### config.mk
export PLATFORM = sky130hd
export DESIGN_NAME = b2c1
export DESIGN_NICKNAME = d
export VERILOG_FILES = /design/src/rtl/b2c1.sv
export SDC_FILE = /design/constraint.sdc
export NUM_CORES = 1
export LEC_CHECK = 0
export CAP_MARGIN = 20
export CORE_MARGIN = 4
export CORE_UTILIZATION = 30
export DETAILED_ROUTE_END_ITERATION = 7
export GPL_ROUTABILITY_DRIVEN = 0
export PLACE_DENSITY = 0.49
export SETUP_SLACK_MARGIN = 0.15
export SLEW_MARGIN = 20
export SYNTH_ARGS = -nofsm -noshare
export SYNTH_HDL_FRONTEND = slang
export SYNTH_SLANG_ARGS = --single-unit
### constraint.sdc
create_clock -name clk -period 1.8 [get_ports clk]
set_input_delay 0.36 -clock clk [delete_from_list [all_inputs] [get_ports clk]]
set_output_delay 0.36 -clock clk [all_outputs]
set_load 0.01 [all_outputs]
### src/rtl/b2c1.sv
// b2c1: nibble-to-bit serializer; loads FRAME_NIB nibbles, then streams them out MSB first.
// Optional macro B2C_PINGPONG_EN adds a second buffer so the next frame loads while shifting.
module b2c1 #(
    parameter int FRAME_NIB = 16
) (
    input  logic       clk,
    input  logic       rst,
    input  logic       b2c_en,
    input  logic [3:0] nib_in,
    input  logic       nib_valid,
    output logic       nib_ready,
    output logic       bit_out,
    output logic       bit_valid,
    output logic       bit_sof,
    output logic       bit_eof,
    output logic       busy
);
    localparam int W  = 4 * FRAME_NIB;
    localparam int NW = (FRAME_NIB > 1) ? $clog2(FRAME_NIB) : 1;
    localparam int BW = $clog2(W);
    localparam logic [NW-1:0] LAST_NIB = NW'(FRAME_NIB - 1);
    localparam logic [BW-1:0] LAST_BIT = BW'(W - 1);

    typedef enum logic [1:0] {IDLE, LOAD, SHIFT} state_t;

    state_t        state_q, state_d;
    logic [W-1:0]  shift_buf_q, shift_buf_d;
    logic [NW-1:0] nib_cnt_q, nib_cnt_d;
    logic [BW-1:0] bit_cnt_q, bit_cnt_d;
    logic          accept;
    logic          nib_ready_d, bit_out_d, bit_valid_d, bit_sof_d, bit_eof_d, busy_d;
`ifdef B2C_PINGPONG_EN
    logic [W-1:0]  load_buf_q, load_buf_d;
    logic          load_full_q, load_full_d;
`endif

    // Next-state logic; outputs are derived from the next state so they can be registered.
    always_comb begin
        state_d     = state_q;
        shift_buf_d = shift_buf_q;
        nib_cnt_d   = nib_cnt_q;
        bit_cnt_d   = bit_cnt_q;
        accept      = nib_valid && nib_ready;
`ifdef B2C_PINGPONG_EN
        load_buf_d  = load_buf_q;
        load_full_d = load_full_q;
        // The load side runs independently of shifting; a completed frame waits in load_buf.
        if (state_q != IDLE && accept) begin
            load_buf_d = {load_buf_q[W-5:0], nib_in};
            if (nib_cnt_q == LAST_NIB) begin
                nib_cnt_d   = '0;
                load_full_d = 1'b1;
            end else begin
                nib_cnt_d = nib_cnt_q + 1'b1;
            end
        end
        case (state_q)
            IDLE: state_d = LOAD;
            LOAD: begin
                if (load_full_d) begin
                    state_d     = SHIFT;
                    shift_buf_d = load_buf_d;
                    load_full_d = 1'b0;
                    bit_cnt_d   = '0;
                end
            end
            SHIFT: begin
                shift_buf_d = {shift_buf_q[W-2:0], 1'b0};
                bit_cnt_d   = bit_cnt_q + 1'b1;
                if (bit_cnt_q == LAST_BIT) begin
                    bit_cnt_d = '0;
                    if (load_full_d) begin
                        shift_buf_d = load_buf_d;
                        load_full_d = 1'b0;
                    end else begin
                        state_d = LOAD;
                    end
                end
            end
            default: state_d = IDLE;
        endcase
        nib_ready_d = (state_d == LOAD) || (state_d == SHIFT && !load_full_d);
`else
        case (state_q)
            IDLE: state_d = LOAD;
            LOAD: begin
                if (accept) begin
                    shift_buf_d = {shift_buf_q[W-5:0], nib_in};
                    if (nib_cnt_q == LAST_NIB) begin
                        state_d   = SHIFT;
                        nib_cnt_d = '0;
                        bit_cnt_d = '0;
                    end else begin
                        nib_cnt_d = nib_cnt_q + 1'b1;
                    end
                end
            end
            SHIFT: begin
                shift_buf_d = {shift_buf_q[W-2:0], 1'b0};
                if (bit_cnt_q == LAST_BIT) begin
                    state_d   = LOAD;
                    bit_cnt_d = '0;
                end else begin
                    bit_cnt_d = bit_cnt_q + 1'b1;
                end
            end
            default: state_d = IDLE;
        endcase
        nib_ready_d = (state_d == LOAD);
`endif
        bit_valid_d = (state_d == SHIFT);
        bit_out_d   = (state_d == SHIFT) ? shift_buf_d[W-1] : 1'b0;
        bit_sof_d   = (state_d == SHIFT) && (bit_cnt_d == '0);
        bit_eof_d   = (state_d == SHIFT) && (bit_cnt_d == LAST_BIT);
        busy_d      = (state_d == SHIFT) || (state_d == LOAD && nib_cnt_d != '0);
    end

    // Disable behaves exactly like reset: everything returns to the cleared IDLE state.
    always_ff @(posedge clk) begin
        if (rst || !b2c_en) begin
            state_q     <= IDLE;
            shift_buf_q <= '0;
            nib_cnt_q   <= '0;
            bit_cnt_q   <= '0;
            nib_ready   <= 1'b0;
            bit_out     <= 1'b0;
            bit_valid   <= 1'b0;
            bit_sof     <= 1'b0;
            bit_eof     <= 1'b0;
            busy        <= 1'b0;
`ifdef B2C_PINGPONG_EN
            load_buf_q  <= '0;
            load_full_q <= 1'b0;
`endif
        end else begin
            state_q     <= state_d;
            shift_buf_q <= shift_buf_d;
            nib_cnt_q   <= nib_cnt_d;
            bit_cnt_q   <= bit_cnt_d;
            nib_ready   <= nib_ready_d;
            bit_out     <= bit_out_d;
            bit_valid   <= bit_valid_d;
            bit_sof     <= bit_sof_d;
            bit_eof     <= bit_eof_d;
            busy        <= busy_d;
`ifdef B2C_PINGPONG_EN
            load_buf_q  <= load_buf_d;
            load_full_q <= load_full_d;
`endif
        end
    end
endmodule

==> run_results.csv <==
group,metric,value,unit
run_status,status,"finished clean",
sta,final-setup-viol-count,0,
setup_path,end_kind,"flip-flop",
clock_network,cts_tree,"yes",
sta,maxSlewViolCount,0,
synth,synthMuxAreaShare,0,%
setup_path,cpPeakStageDelay,380,ps
synth,yosysMostFrequentCell,"dfxtp_1",
synth,synth_compound_area_share,21.9,%
setup_path,crit_family,"simple AND/OR/NAND/NOR gates",
sta,slew_headroom,78.0,%
synth,synthTopCellsByArea,"dfxtp_1, a221oi_1, nor3_1",
placement,io_buffer_count,13,
synth,synth_fa_ha_area_share,2.11,%
sta,setup_slack,147,ps
power,power.density,973,nW/um^2
synth,syn_area,3560,um^2
route,drc_errors,0,
floorplan,dieArea,13700,um^2
sta,tns,0,ps
synth,synth_xor_area_share,0.493,%
cells_and_area,drive_gt1_share,22.3,%
cells_and_area,area.growth.synth_to_final,29.6,%
clock_network,cts_made_buffers,9,
synth,yosysTopAreaCell,"dfxtp_1",
sta,fmax,605,MHz
synth,synth_ff_type,"dfxtp_1",
placement,dpl.cell_count,556,
synth,synth_top_area_share,46.2,%
synth,synthSimpleGateAreaFrac,23.8,%
global_routing,first_global_vias,3063,
synth,ys_ff_latch,82,
clock_network,clock_latency,340,ps
synth,syn_avg_cell_area,8.69,um^2
min_path,hold_depth,2,
sta,hold_viol,0,
synth,synth_fp_nets,423,
synth,ys_seq_area_share,46.2,%
synth,synth_top_family_by_area,"simple AND/OR/NAND/NOR gates",
sta,rsz0062_at_grt,"true",
floorplan,die_h,117,um
synth,yosys_warnings,0,
global_routing,grt_usage,13.8,%
power,p_total,4.48,mW
synth,synthArstFlopShare,0,%
route,drt_iter0_markers,118,
setup_path,crit_fanout,23,
floorplan,io_pins,14,
cells_and_area,fin_nets,444,
cells_and_area,antenna_cells,0,
setup_path,worstPathArrival,1900,ps
sta,hold_ws,495,ps
clock_network,h-tree-depth,3,
synth,synthCells,409,
setup_path,required,2050,ps
route,vias_per_cell,5.53,
sta,fin_crit,1650,ps
route,routed_wl,8.78,mm
setup_path,path_buf_inv,3,
synth,yosys.cell_types.count,44,
global_routing,grt_first_pass_wirelength,15.0,mm
clock_network,cts_buffer_depth,2,
setup_path,worstSetupPathType,"reg2reg",
clock_network,clk_pin_slew,60,ps
setup_path,crit_cells,7,
setup_path,start_kind,"flip-flop",
placement,pre_cts_ws,-165,ps
global_routing,overflow,0,
global_routing,grt_antenna_before_repair,0,
floorplan,core_area,11500,um^2
route,vias,3199,
power,cellLeakagePower,1.62,nW
clock_network,cts.sinks,82,
floorplan,start_util,30.9,%
placement,hpwl,5.23,mm
min_path,hp-class,"reg2reg",
cells_and_area,layout.cells.non_filler,578,
sta,worst_pin_slew,331,ps
power,peakVddDrop,0.552,mV
synth,synth_edf_count,0,
sta,clock_skew,8.21,ps
synth,synthTopCellsByCount,"dfxtp_1, nor2_1, nor3_1",
job,cap_viol_max_count,0,
sta,period_share,91.8,%
route,ant_nets,0,
floorplan,die_w,117,um
setup_path,r2r.worst_path.cells,7,
route,dr.pass1.iters,4,
setup_path,path_cells,"inv_2 > ha_4 > buf_4 > and2_4 > buf_12 > nor2_1 > nor3_1",
setup_path,cpMaxStageDelayCell,"dfxtp_4",
floorplan,rows,39,
clock_network,cts_root_buf,"clkbuf_16",
route,avgRoutedWirePerCell,15.2,um
global_routing,grt_max_degree,47,
routing by layer:
layer | vias to the layer above | global-route usage, % | part of all wire [%]
li1 | 1582 | - | -
met1 | 1565 | 18.0 | 49
met2 | 37 | 22.1 | 46
met3 | 15 | 2.52 | 2.7
met4 | 0 | 6.65 | 2.1
met5 | - | 0 | 0
cell type report:
type                       instances  area, um^2
clock buffer                       9         225
clock inverter                     7         141
fill                            1157        6910
inverter                           6        25.0
multi-input combinational        283        1900
sequential                        82        1650
tap                              143         179
timing repair buffer              48         482
kinds of logic (layout without fill, tap and decap cells):
| kind of cell | after synthesis | count (layout) |
|---|---|---|
| compound gates | 95 | 95 |
| xor+xnor | 2 | 2 |
| fa+ha+maj | 6 | 6 |
| buf+inv | 44 | 70 |
| flops | 82 | 82 |
| simple gates | 180 | 180 |
sequential cells by signal (all words and copies together) (netlist names):
register,cells
shift_buf_q,64
bit_cnt_q,6
nib_cnt_q,4
state_q,2
bit_eof,1
bit_out,1
bit_sof,1
bit_valid,1
busy,1
nib_ready,1
layout by cell type, fill, tap and decap left out, drive strengths merged, types with 9 or more instances in the layout:
| master | n |
|---|---|
| nor2 | 74 |
| nand2 | 13 |
| a221oi | 63 |
| buf | 35 |
| dfxtp | 82 |
| nor3 | 70 |
| clkdlybuf4s50 | 12 |
| clkbuf | 9 |
| a21oi | 15 |
final timing paths:
check	from	endpoint	slack, ps
setup reg to reg	state_q[0]$_SDFF_PP0_	shift_buf_q[29]$_SDFFE_PP0P_	150
setup / recovery	state_q[0]$_SDFF_PP0_	shift_buf_q[29]$_SDFFE_PP0P_	150
hold reg to reg	shift_buf_q[60]$_SDFFE_PP0P_	shift_buf_q[60]$_SDFFE_PP0P_	490
hold / removal	shift_buf_q[60]$_SDFFE_PP0P_	shift_buf_q[60]$_SDFFE_PP0P_	490
what timing repair did:
action | 4_1_cts | 5_1_grt
gates resized for setup | 23 | 23
setup buffers | 2 | 3
gates cloned | 1 | 0
hold buffers | 0 | 0
endpoints found under the setup margin | 74 | 69
pin swaps | 6 | 11
power breakdown:
group          leakage [nW]  switching, mW  total, mW  internal, mW
logic                 0.777          0.179      0.330         0.151
registers             0.668         0.0378       1.90          1.86
clock network         0.176          0.763       2.26          1.50
total                  1.62          0.980       4.48          3.50
per-stage QoR:
step,utilization (%),cell area [um^2]
6_report,40.0,4610
2_1_floorplan,-,3560
4_1_cts,38.9,4480
3_3_place_gp,34.6,3980
5_1_grt,40.0,4610
3_5_place_dp,34.6,3980
worst register-to-register path: cells and delay by family (launching register included):
family / cells / cell delay [ps]
and+or+nand+nor: 3 / 480
adders and majority gates: 1 / 320
DFF: 1 / 380
buffers and inverters: 3 / 370
(Power assumes the default switching activity.)
